File: src/rtl/res_mem_drain.sv
// Drains N parallel result-memory banks word by word onto a valid/ready stream.
// Each address is read once into a local buffer, then emitted bank 0..N-1.
module res_mem_drain #(
  parameter int unsigned N  = 4,
  parameter int unsigned BW = 2
) (
  input  logic            clk,
  input  logic            rst,
  input  logic            startIn,
  input  logic [31:0]     resCountIn,
  output logic            memRdEnOut,
  output logic [31:0]     memAddrOut,
  input  logic [N*32-1:0] memDataIn,
  output logic            outValid,
  input  logic            outReady,
  output logic [31:0]     outData,
  output logic [BW-1:0]   outBank,
  output logic [31:0]     outAddr,
  output logic            busyOut,
  output logic            doneOut
);

  localparam int unsigned   DW        = 32;
  localparam logic [BW-1:0] LAST_BANK = BW'(N - 1);

  typedef enum logic [2:0] {IDLE, READ, CAPT, SEND, DONE} state_t;

  state_t        state, state_d;
  logic [DW-1:0] addr, addr_d;
  logic [DW-1:0] cnt, cnt_d;
  logic [BW-1:0] bank, bank_d;
  logic [DW-1:0] buffer [N];
  logic          capt;

  // State and drain-position registers
  always_ff @(posedge clk) begin
    if (rst) begin
      state <= IDLE;
      addr  <= '0;
      cnt   <= '0;
      bank  <= '0;
    end else begin
      state <= state_d;
      addr  <= addr_d;
      cnt   <= cnt_d;
      bank  <= bank_d;
    end
  end

  // One row of bank data, captured only in CAPT so stray bus values never leak out
  always_ff @(posedge clk) begin
    if (rst) begin
      for (int unsigned i = 0; i < N; i++) buffer[i] <= '0;
    end else if (capt) begin
      for (int unsigned i = 0; i < N; i++) buffer[i] <= memDataIn[DW*i +: DW];
    end
  end

  // Next-state and Moore outputs
  always_comb begin
    state_d    = state;
    addr_d     = addr;
    cnt_d      = cnt;
    bank_d     = bank;
    capt       = 1'b0;
    memRdEnOut = 1'b0;
    outValid   = 1'b0;
    busyOut    = 1'b1;
    doneOut    = 1'b0;
    unique case (state)
      IDLE: begin
        busyOut = 1'b0;
        if (startIn) begin
          cnt_d   = resCountIn;
          addr_d  = '0;
          bank_d  = '0;
          state_d = (resCountIn == 32'd0) ? DONE : READ;
        end
      end
      READ: begin
        memRdEnOut = 1'b1;
        state_d    = CAPT;
      end
      CAPT: begin
        capt    = 1'b1;
        state_d = SEND;
      end
      SEND: begin
        outValid = 1'b1;
        if (outReady) begin
          if (bank != LAST_BANK) begin
            bank_d = bank + BW'(1);
          end else if ((addr + 32'd1) < cnt) begin
            addr_d  = addr + 32'd1;
            bank_d  = '0;
            state_d = READ;
          end else begin
            state_d = DONE;
          end
        end
      end
      DONE: begin
        doneOut = 1'b1;
        state_d = IDLE;
      end
      default: state_d = IDLE;
    endcase
  end

  assign memAddrOut = addr;
  assign outAddr    = addr;
  assign outBank    = bank;
  assign outData    = buffer[bank];

endmodule

File: config.mk
export PLATFORM = sky130hd
export DESIGN_NAME = res_mem_drain
export DESIGN_NICKNAME = d
export VERILOG_FILES = /design/src/rtl/res_mem_drain.sv
export SDC_FILE = /design/constraint.sdc
export NUM_CORES = 1
export LEC_CHECK = 0
export CAP_MARGIN = 20
export CORE_ASPECT_RATIO = 1.75
export CORE_MARGIN = 5
export CORE_UTILIZATION = 41
export CTS_CLUSTER_DIAMETER = 120
export DETAILED_ROUTE_END_ITERATION = 10
export PLACE_DENSITY_LB_ADDON = 0.25
export SETUP_SLACK_MARGIN = 0.3
export SLEW_MARGIN = 0
export SYNTH_ARGS = -nofsm -noshare
export SYNTH_HDL_FRONTEND = slang
export SYNTH_SLANG_ARGS = --single-unit
File: constraint.sdc
create_clock -name clk -period 12.71 [get_ports clk]
set_input_delay 3.813 -clock clk [delete_from_list [all_inputs] [get_ports clk]]
set_output_delay 3.813 -clock clk [all_outputs]
set_load 0.02 [all_outputs]
Word-level counts from Yosys, hierarchy flattened
Memories as Yosys holds them, arrays and structs flattened. A register that Yosys moved wholly into a read port is not among the register bits.
Index checks and enable logic that the tools add are counted.
{ "word_totals": {"ram_bits": 128, "memories": 1, "rom_bits": 0, "register_bits": 69, "latchBits": 0} }
{ "op_classes": {"multipliers": 0, "div_mod_pow": 0, "n_lt_le_gt_ge": 1, "n_bitwise": 4, "n_addsub": 2, "mux": 32, "eq_ne": 10, "shift": 0, "n_reduce_logical": 7} }
{ "mem_list": {"columns": ["name", "depth", "word_bits", "rd", "rd_ports_with_merged_regs", "write_ports", "line", "text"], "rows": [
  ["buffer", 4, 32, 1, 1, 4, "32", "logic [DW-1:0] buffer [N];"]
]} }
{ "op_table": {"columns": ["operator", "count"], "rows": [
  ["32-bit two-way mux", 8],
  ["32-bit case mux with 2 select lines", 1],
  ["32-bit by 1-bit adder with 32-bit output, second input constant", 1],
  ["32-bit zero test", 1],
  ["32-bit less-than comparator", 1],
  ["3-bit two-way mux", 5],
  ["2-bit two-way mux", 6],
  ["3-bit case mux with 4 select lines", 1],
  ["1-bit two-way mux", 10],
  ["2-bit != test, second input constant", 5],
  ["3-bit by 2-bit equality test with 1-bit output, second input constant", 2],
  ["5-bit AND reduction", 1],
  ["1-bit bitwise OR", 4],
  ["2-bit case mux with 2 select lines", 1],
  ["4-bit AND reduction", 1],
  ["3-bit by 1-bit equality test with 1-bit output, second input constant", 1],
  ["3-bit equality test, second input constant", 1],
  ["3-bit zero test", 1],
  ["3-bit != test, second input constant", 1],
  ["3-bit AND reduction", 1],
  ["2-bit by 1-bit adder with 2-bit output, second input constant", 1],
  ["2-bit AND reduction", 1],
  ["2-bit nonzero test", 1]
]} }

Depth between registers and ports, before layout
{ "logic_depth": {"ltp_word": 8, "mapped_depth": 14, "depth_no_buf": 12} }

Worst setup path before layout
Ideal clock, no wire load.
{ "synth_path": {"path_kind": "register to register", "startpoint": "reg state[2]", "endpoint": "mem buffer[0][0], enable pin", "stages_incl_launch_ff": 3, "arrival_time_ns": 9.454, "n_path_buf": 0, "slack_ns": 2.464, "path_cell_list": "dfxtp_1 > nand2b_1 > o21ai_0"} }
{ "synth_lines": {"columns": ["element", "line", "text"], "rows": [
  ["start: declaration", "28", "state_t state, state_d;"],
  ["start signal: assignment", "43", "state <= state_d;"],
  ["end: declaration", "32", null]
]} }

==> out/results.ini <==
[sta]
min_period_ps = 6380
fin_tns_setup_ps = 0
fin_worst_skew_ps = 10.1
final-hold-violation-count = 0
final.period_utilization_pct = 50.2
layout_setup_ws_ps = 6330
timing.slew.headroom_pct = 27.6
report.final.setup_viol = 0
fmax_mhz = 157
report.final.slew_viol_count = 0
timing_worst_slew_pin_value_ps = 1090
rsz_0062_raised_after_global_routing = no

[clock_network]
cts.repair.resized = 0
cts.htree.levels = 4
cts-buffers-inserted = 17
cts.repair_timing.setup_buffer_count = 0
cts-root-to-sink-buffers = 2
cts_hold_buffers = 0
cts_tree = done
clock_insertion_delay_worst_skew_ps = 450
ctsRootBufferMaster = sky130_fd_sc_hd__clkbuf_16
cts.clk_slew.worst_paths_ps = 70
clock_sinks = 199

[global_route]
largest_net_degree_at_the_start_of_global_routing = 129
grt_pass1_wl_um = 42800
grt_usage_pct = 20.3
grt_overflow = 0
vias_in_the_first_global_route = 7877
antenna_found_initial = 1

[synthesis]
ys_dominant_reg_cell = sky130_fd_sc_hd__edfxtp_1
synth_cell_type_count = 57
most_common_cell_in_the_netlist = sky130_fd_sc_hd__and2_1
netlist_instances = 929
synth-seq-area-share_pct = 51.9
synth_top_cells_by_count = sky130_fd_sc_hd__and2_1 (132), sky130_fd_sc_hd__edfxtp_1 (128), sky130_fd_sc_hd__nand2_1 (128)
synth_async_sr_flop_share_pct = 0
synth_largest_type_area_fraction_pct = 37.9
yosys_top_cell_by_area = sky130_fd_sc_hd__edfxtp_1
ys_ff_latch = 199
synthesis.nets = 1126
synth_warnings = 0
ys_top_cells_by_area = sky130_fd_sc_hd__edfxtp_1 (38%), sky130_fd_sc_hd__dfxtp_1 (14%), sky130_fd_sc_hd__and2_1 (8.1%), sky130_fd_sc_hd__mux4_2 (7.1%), sky130_fd_sc_hd__nand2_1 (4.7%)
synth_area_sq_um = 10100
synth_enable_flop_cells = 128
syn_area_per_cell_sq_um = 10.9

[critical_path]
cp.required_ps = 12770
setup.worst_path.end_class = flip-flop
cp-startpoint = rst
crit_path_start_kind = input pin
regToRegStartpoint = memAddrOut[6]
critPathArrivalTime_ps = 6440
critical_path.max_fanout = 88
worst-setup-path-type = in2reg

[floorplan]
die-area_sq_um = 28100
dieWidth_um = 129
core_sq_um = 24500
row_count = 76
floorplan.die.height_um = 218
start_util_pct = 41.3
i_o_pins = 266

[detailed_routing]
drt_first_pass_iters = 6
first_iter_violations = 428
postRouteAntennaNets = 0
detail_route.wl_per_cell_um = 19.5
via_count = 7683
routed_via_density = 5.25
routed_wirelength_um = 28500
residual_drc = 0

[final_layout]
multi_input_area_sq_um = 4300
n_fill_cell = 2174
finalCoreUtilization_pct = 54.8
area_growth_syn_to_layout_pct = 32.5
layout-drive-gt1-share_pct = 7.56
nets = 1336
layout.area.seq_sq_um = 5270
layoutNonFillerInstCount = 1464

[place]
portBuffers = 265
hpwl_um = 21000
routabilityCongestion = 0.877
dp_cells = 1431
placement.setup.worst_slack_ps = 5200

[job]
max-cap-violations = 0

[pwr]
pwrdens_nw_per_um2 = 109
max-vdd-ir-drop_mv = 0.0840
design_power_total_mw = 1.47
power_leakage_nw = 4.84

[hold_path]
timing.hold.worst.class = reg2reg
worstHoldStart = cnt[20]

[status]
run_status = complete, no violations

[layout make-up]
| type | instances | area share, % |
|---|---|---|
| Inverter | 40 | 1.13 |
| Clock inverter | 13 | 1.13 |
| Clock buffer | 18 | 3.19 |
| Timing Repair Buffer | 275 | 20.4 |
| Antenna cell | 1 | 0.0186 |
| Tap cell | 312 | 2.91 |
| Multi-Input combinational cell | 606 | 32.0 |
| Sequential cell | 199 | 39.2 |
[cell families (layout without fill, tap and decap cells)]
group | Yosys count | count (layout) | synth area share (%)
other cells | 0 | 1 | 0
compound gates | 108 | 108 | 6.82
buf+inv | 124 | 346 | 5.86
simple gates | 395 | 395 | 20.8
mux | 41 | 41 | 8.00
fa+ha+maj | 33 | 33 | 4.07
flops | 199 | 199 | 51.9
xor+xnor | 29 | 29 | 2.50
[worst paths after layout]
check,depth (start not counted),slack (ps),end
hold reg to reg,2,450,cnt[20]
setup / recovery,6,6330,buffer[2][8]
setup reg to reg,11,7630,memAddrOut[9]
hold / removal,2,450,cnt[20]
[layout by cell type (no fill, tap or decap), types with 4 or more instances in the layout]
master / n
sky130_fd_sc_hd__a21oi_1: 49
sky130_fd_sc_hd__mux4_2: 32
sky130_fd_sc_hd__and4_1: 6
sky130_fd_sc_hd__or3_1: 5
sky130_fd_sc_hd__clkbuf_16: 17
sky130_fd_sc_hd__nand4_1: 16
sky130_fd_sc_hd__buf_4: 9
sky130_fd_sc_hd__dfxtp_1: 70
sky130_fd_sc_hd__nor4_1: 14
sky130_fd_sc_hd__clkinv_1: 5
sky130_fd_sc_hd__nand2_1: 128
sky130_fd_sc_hd__xor2_1: 11
sky130_fd_sc_hd__edfxtp_1: 128
sky130_fd_sc_hd__xnor2_1: 18
sky130_fd_sc_hd__o211ai_1: 10
sky130_fd_sc_hd__clkdlybuf4s50_1: 264
sky130_fd_sc_hd__o21ai_0: 12
sky130_fd_sc_hd__o2111ai_1: 9
sky130_fd_sc_hd__and3_1: 7
sky130_fd_sc_hd__inv_1: 38
sky130_fd_sc_hd__a31oi_1: 5
sky130_fd_sc_hd__nand3_1: 35
sky130_fd_sc_hd__nor3_1: 13
sky130_fd_sc_hd__o221ai_1: 4
sky130_fd_sc_hd__and2_1: 132
sky130_fd_sc_hd__ha_1: 33
sky130_fd_sc_hd__nor2_1: 19
sky130_fd_sc_hd__mux2i_1: 9
[power by group]
part           internal, mW  switching [mW]
clock network         0.307           0.235
registers             0.731          0.0124
logic                0.0944          0.0877
total                  1.13           0.335
[worst max-delay path, cell delays in order]
cell                       delay, ps
sky130_fd_sc_hd__buf_2            80
sky130_fd_sc_hd__buf_4           420
sky130_fd_sc_hd__clkinv_1        520
sky130_fd_sc_hd__o21ai_4         150
sky130_fd_sc_hd__buf_4           450
sky130_fd_sc_hd__buf_4           880
[stage by stage]
stage	instance area [sq um]	hold WS, ps
2_1_floorplan	10100	436
3_3_place_gp	12800	443
3_5_place_dp	12800	446
4_1_cts	13400	455
5_1_grt	13400	468
6_report	13400	453
[flip-flops by register name, summed over array words and instances (netlist names), named ones only]
signal      flops
outBank         2
buffer        128
memAddrOut     32
state           3
cnt            32
[routing by layer]
metal	up-vias	part of all wire (%)	track usage, %
li1	3699	-	-
met1	3669	34	20.3
met2	251	55	37.6
met3	64	4.8	4.09
met4	0	5.7	12.4
met5	-	0	0
No activity file was read; power rests on OpenSTA's default activity.
==> variant 1: new RTL, same flow settings <==
Change the parameter `BW` from 2 to 4.
--- a/src/rtl/res_mem_drain.sv
+++ b/src/rtl/res_mem_drain.sv
@@ -4,3 +4,3 @@
   parameter int unsigned N  = 4,
-  parameter int unsigned BW = 2
+  parameter int unsigned BW = 4
 ) (
Interface: changed (resized outBank); port bits go from 266 to 268. No check against the original RTL was run, so the function may have changed too.
==> variant 1 against the original RTL <==
- core utilization up 0.64 points
- area after synthesis down 1.2%
- sequential cell count up 2
- cell area down 0.94%
- maximum frequency down 1.6%
- wire length down 6.5%
- power up 2.4%
- hold slack about the same
- setup slack worse by 0.10 ns
- synthesized cell count down 2.8%
- largest cell class unchanged
- clock power up 6.8%
==> variant 1: results (changes against the original RTL) <==
metric;value;unit;change
ctsLongestPathBuffers;3;;+1
grt_pass1_vias;7754;;-1.6%
worstSetupStartpoint;state[2]$_SDFFE_PP0P_;;
first_iter_violations;474;;+11%
grt_use_met3;0.0316;;-0.00928
reg2reg_from;memAddrOut[0]$_SDFFE_PP0P_;;
p_int;1.15;mW;+1.8%
fin_nets;1315;;-1.6%
synth_common_cells;and2_1, edfxtp_1, nand2_1;;
ff2ff_setup_slack;7.67;ns;+0.04 ns
clkSlewWorstSetupHoldPaths;0.06;ns;
synth_cell_types;59;;+3.5%
grt_antenna_before_repair;2;;+1
drtPass1Iterations;5;;-1
ir_worst_vdd;0.0793;mV;-5.7%
r2r-end;memAddrOut[21]$_SDFFE_PP0P_;;
drt_wl_total;26.7;mm;-6.5%
comb_power;0.174;mW;-4%
cp_max_fo;17;;-81%
grtUsageMet2;0.355;;-0.0204
drt-vias-per-instance;5.22;;-0.49%
crit_end;outValid;;
crit_arrival;2.67;ns;-3.77 ns
dr_wl_met3;1.63;mm;+19%
track_usage;0.187;;-0.0157
cts_setup_buffers;0;;unchanged
synth-seq-area-share;0.529;;+0.0103
relSlewSlack;0.342;;+0.0668
synth_edf_count;128;;unchanged
slowest_stage;clkdlybuf4s50_1;;
dp_hpwl;19.5;mm;-6.9%
status;completed;;
worst-r2r-cell-count;15;;+4
ctsResizeCount;0;;unchanged
insertion_delay;0.49;ns;+0.04 ns
grt_pass1_wl;40.9;mm;-4.4%
skew;0.0101;ns;-0.0000246 ns
slowest_delay;0.73;ns;-0.15 ns
met1_length;9.42;mm;-3.6%
gr-usage-met1;0.199;;-0.00436
hp-start;cnt[0]$_SDFFE_PP0P_;;
routed.top_layer;met4;;
hold_end;cnt[0]$_SDFFE_PP0P_;;
gp_congestion;0.842;;-3.9%
h-tree-depth;1;;-3
port_buffers;267;;+0.75%
syn-num-nets;1100;;-2.3%
synth_area_leaders;edfxtp_1, dfxtp_1, and2_1, mux4_2, ha_1;;
leakage;4.78;nW;-1.3%
cts_buffers;21;;+4
largest_register;buffer;;
final_layout_size_suffix_gt1_frac;0.0815;;+0.00590
p_seq_frac;0.498;;-0.009
wl_met2;14.5;mm;-8.1%
largest_register_ff_count;128;;unchanged
-- variant 1: changes by cell type in the layout (fill, tap and decap cells not counted), moves of 8 or more --
cell and change:
o21ai_0 +15, a21oi_1 +24, nor3_1 -8, mux2i_1 -9
o31ai_1 +13, o2111ai_1 -9, nand2_1 -27, nand4_1 -8
-- variant 1: area by class of cell --
cell class | instances | area, sq um
fill | 2118 | 10700
clock inverter | 11 | 100
sequential | 201 | 5310
timing repair buffer | 273 | 2710
antenna | 2 | 5.00
inverter | 40 | 150
multi-input combinational | 581 | 4110
clock buffer | 23 | 533
tap | 308 | 385
-- variant 1: critical path: cells and delay by family, from the launching register on --
family / cells / cell delay [ns]
flip-flops: 1 / 0.39
buffers and inverters: 2 / 1.34
AND/OR/NAND/NOR: 1 / 0.44
-- variant 1: stage by stage --
| step | total power [mW] | worst slack [ns] | std cells | cell area (sq um) | hold slack, ns |
|---|---|---|---|---|---|
| after global routing | 1.56 | 6.08 | 1438 | 13300 | 0.472 |
| after floorplan | 0.845 | 6.75 | 903 | 10000 | 0.433 |
| after CTS | 1.52 | 6.22 | 1437 | 13300 | 0.455 |
| after detailed placement | 0.939 | 6.25 | 1403 | 12700 | 0.447 |
| final | 1.50 | 6.22 | 1439 | 13300 | 0.453 |
| after global placement | 0.936 | 6.26 | 1403 | 12700 | 0.443 |
-- variant 1: cell families (layout without fill, tap and decap cells) --
| logic type | after synthesis | after routing | synth area share |
|---|---|---|---|
| compound gates | 139 | 139 | 0.0802 |
| xor+xnor | 30 | 30 | 0.0262 |
| other cells | 0 | 2 | 0 |
| simple gates | 346 | 346 | 0.189 |
| fa+ha+maj | 33 | 33 | 0.0412 |
| flops | 201 | 201 | 0.529 |
| mux | 33 | 33 | 0.0731 |
| buf+inv | 121 | 347 | 0.0609 |
==> variant 2: new RTL, config.mk and constraints unchanged <==
Made on the original files. Reset style: asynchronous (`rst`), changed in 2 clocked blocks.
--- a/src/rtl/res_mem_drain.sv
+++ b/src/rtl/res_mem_drain.sv
@@ -35,3 +35,3 @@
   // State and drain-position registers
-  always_ff @(posedge clk) begin
+  always_ff @(posedge clk or posedge rst) begin
     if (rst) begin
@@ -50,3 +50,3 @@
   // One row of bank data, captured only in CAPT so stray bus values never leak out
-  always_ff @(posedge clk) begin
+  always_ff @(posedge clk or posedge rst) begin
     if (rst) begin
Formal check against the unedited RTL: differs if rst is asserted again (counterexample within 4 cycles, from zero or initial values and one cycle with rst high); with rst held inactive, the same outputs for 4 cycles.
==> variant 2 against the original RTL <==
- highest routed layer unchanged
- wire length decreased by 6.8%
- area after synthesis is 0.99% lower
- largest cell class unchanged
- die area decreased by 0.93%
- setup slack got worse by 0.52 ns
- first-iteration DRC count is 18% lower
- critical path type is now reg -> out
- cell area down 0.62%
- sequential cell count down 2
Power is not compared: it rests on default switching activity, and its combinational part moved more than twofold at a synthesized area within 25%.
==> variant 2: results (changes against the original RTL) <==
metric;value;unit;change
nFillCells;2057;;-5.4%
synth_area_leaders;dfrtp_1, mux2_2, mux4_2, ha_1, buf_4;;
r2r-end;memAddrOut[11]$_DFFE_PP0P_;;
grt_pass1_vias;7466;;-5.2%
cts_hold_buffers;0;;unchanged
syn-num-nets;995;;-12%
hold_end;buffer[7]$_DFFE_PP0N_;;
synthArstFlopShare;1.00;;+1.00
gp_congestion;0.841;;-4.1%
grt_max_degree;124;;-3.9%
final_layout_size_suffix_gt1_frac;0.244;;+0.169
drt-vias-per-instance;5.23;;-0.26%
first_iter_violations;349;;-18%
hold_ws;0.502;ns;+0.0487 ns
skew;0.0126;ns;+0.00243 ns
hp-class;reg -> reg;;
dp_hpwl;19.7;mm;-6.3%
synth_common_cells;dfrtp_1, mux2_2, nand2_1;;
synth-seq-area-share;0.491;;-0.0282
wl_per_cell;19.8;um;+1.8%
hp-start;buffer[7]$_DFFE_PP0N_;;
reg2reg_from;memAddrOut[0]$_DFFE_PP0P_;;
synth_edf_count;0;;-100%
relSlewSlack;0.294;;+0.0184
crit_arrival;3.09;ns;-3.35 ns
drtPass1Iterations;4;;-2
synth_cell_types;56;;-1.8%
ff2ff_setup_slack;7.94;ns;+0.31 ns
fin_nets;1215;;-9.1%
status;completed;;
whs_path_depth;1;;-1
cp_max_fo;22;;-75%
grt_pass1_wl;41.3;mm;-3.5%
worst-r2r-cell-count;15;;+4
-- variant 2: changes by cell type in the layout (fill, tap and decap cells not counted), sizes merged, moves of 68 or more --
| cell | unedited run | this run |
|---|---|---|
| dfrtp | 0 | 197 |
| and2 | 132 | 4 |
| edfxtp | 128 | 0 |
| dfxtp | 71 | 0 |
| mux2 | 0 | 161 |
| nand2 | 128 | 60 |
-- variant 2: logic make-up after synthesis --
| family | share of synthesized area |
|---|---|
| DFF | 0.491 |
| muxes | 0.252 |
| and+or+nand+nor | 0.0759 |
| buffers and inverters | 0.0567 |
| AOI/OAI and AO/OA | 0.0561 |
| adders and majority gates | 0.0411 |
| xor gates and xnor gates | 0.0269 |
-- variant 2: power by group through the flow --
| stage | clock, mW | combinational (mW) | sequential [mW] |
|---|---|---|---|
| 6_report | 0.559 | 1.28 | 1.06 |
| 5_1_grt | 0.596 | 1.38 | 1.10 |
| 4_1_cts | 0.577 | 1.29 | 1.07 |
| 3_5_place_dp | 0 | 1.29 | 1.08 |
| 3_3_place_gp | 0 | 1.27 | 1.07 |
| 2_1_floorplan | 0 | 0.906 | 1.01 |
-- variant 2: through the flow --
step | cells | cell area, sq um | total power, mW | setup slack, ns
final | 1340 | 13400 | 2.90 | 5.81
after global routing | 1340 | 13400 | 3.08 | 5.55
after CTS | 1338 | 13300 | 2.94 | 5.76
after detailed placement | 1306 | 12700 | 2.37 | 6.29
after global placement | 1306 | 12700 | 2.33 | 6.36
after floorplan | 798 | 10000 | 1.92 | 3.53
-- variant 2: worst max path at each step --
stage | slack [ns] | to | depth (start not counted) | from
after floorplan | 3.53 | buffer[0]$_DFFE_PP0N_ | 1 | rst
final | 5.81 | outValid | 4 | state[2]$_DFFE_PP0P_
after detailed placement | 6.29 | outValid | 4 | state[2]$_DFFE_PP0P_
after global routing | 5.55 | outValid | 4 | state[2]$_DFFE_PP0P_
after global placement | 6.36 | outValid | 4 | state[2]$_DFFE_PP0P_
after CTS | 5.76 | outValid | 4 | state[2]$_DFFE_PP0P_
-- variant 2: cell type report --
class	instances	area, sq um	area share
multi-input cells	490	4550	0.341
repair buffers	271	2710	0.203
well taps	308	385	0.0289
diodes	1	2.50	0.000187
flip-flops and latches	197	4930	0.369
clock buffers	18	439	0.0329
clock inverters	14	165	0.0124
inverters	41	161	0.0121
-- variant 2: worst max-delay path, stage by stage, from the launching register on --
cell and delay (ns):
dfrtp_1 0.42, inv_1 0.17, nand3_1 0.50, inv_1 0.78
clkdlybuf4s50_1 0.76
-- variant 2: metal layers --
metal  vias to the layer above  part of all wire  track usage
met1                      3493              0.37        0.222
met2                       207              0.55        0.347
met3                        31             0.057       0.0476
met4                         0             0.023       0.0680
li1                       3283                 -            -
met5                         -                 0            0
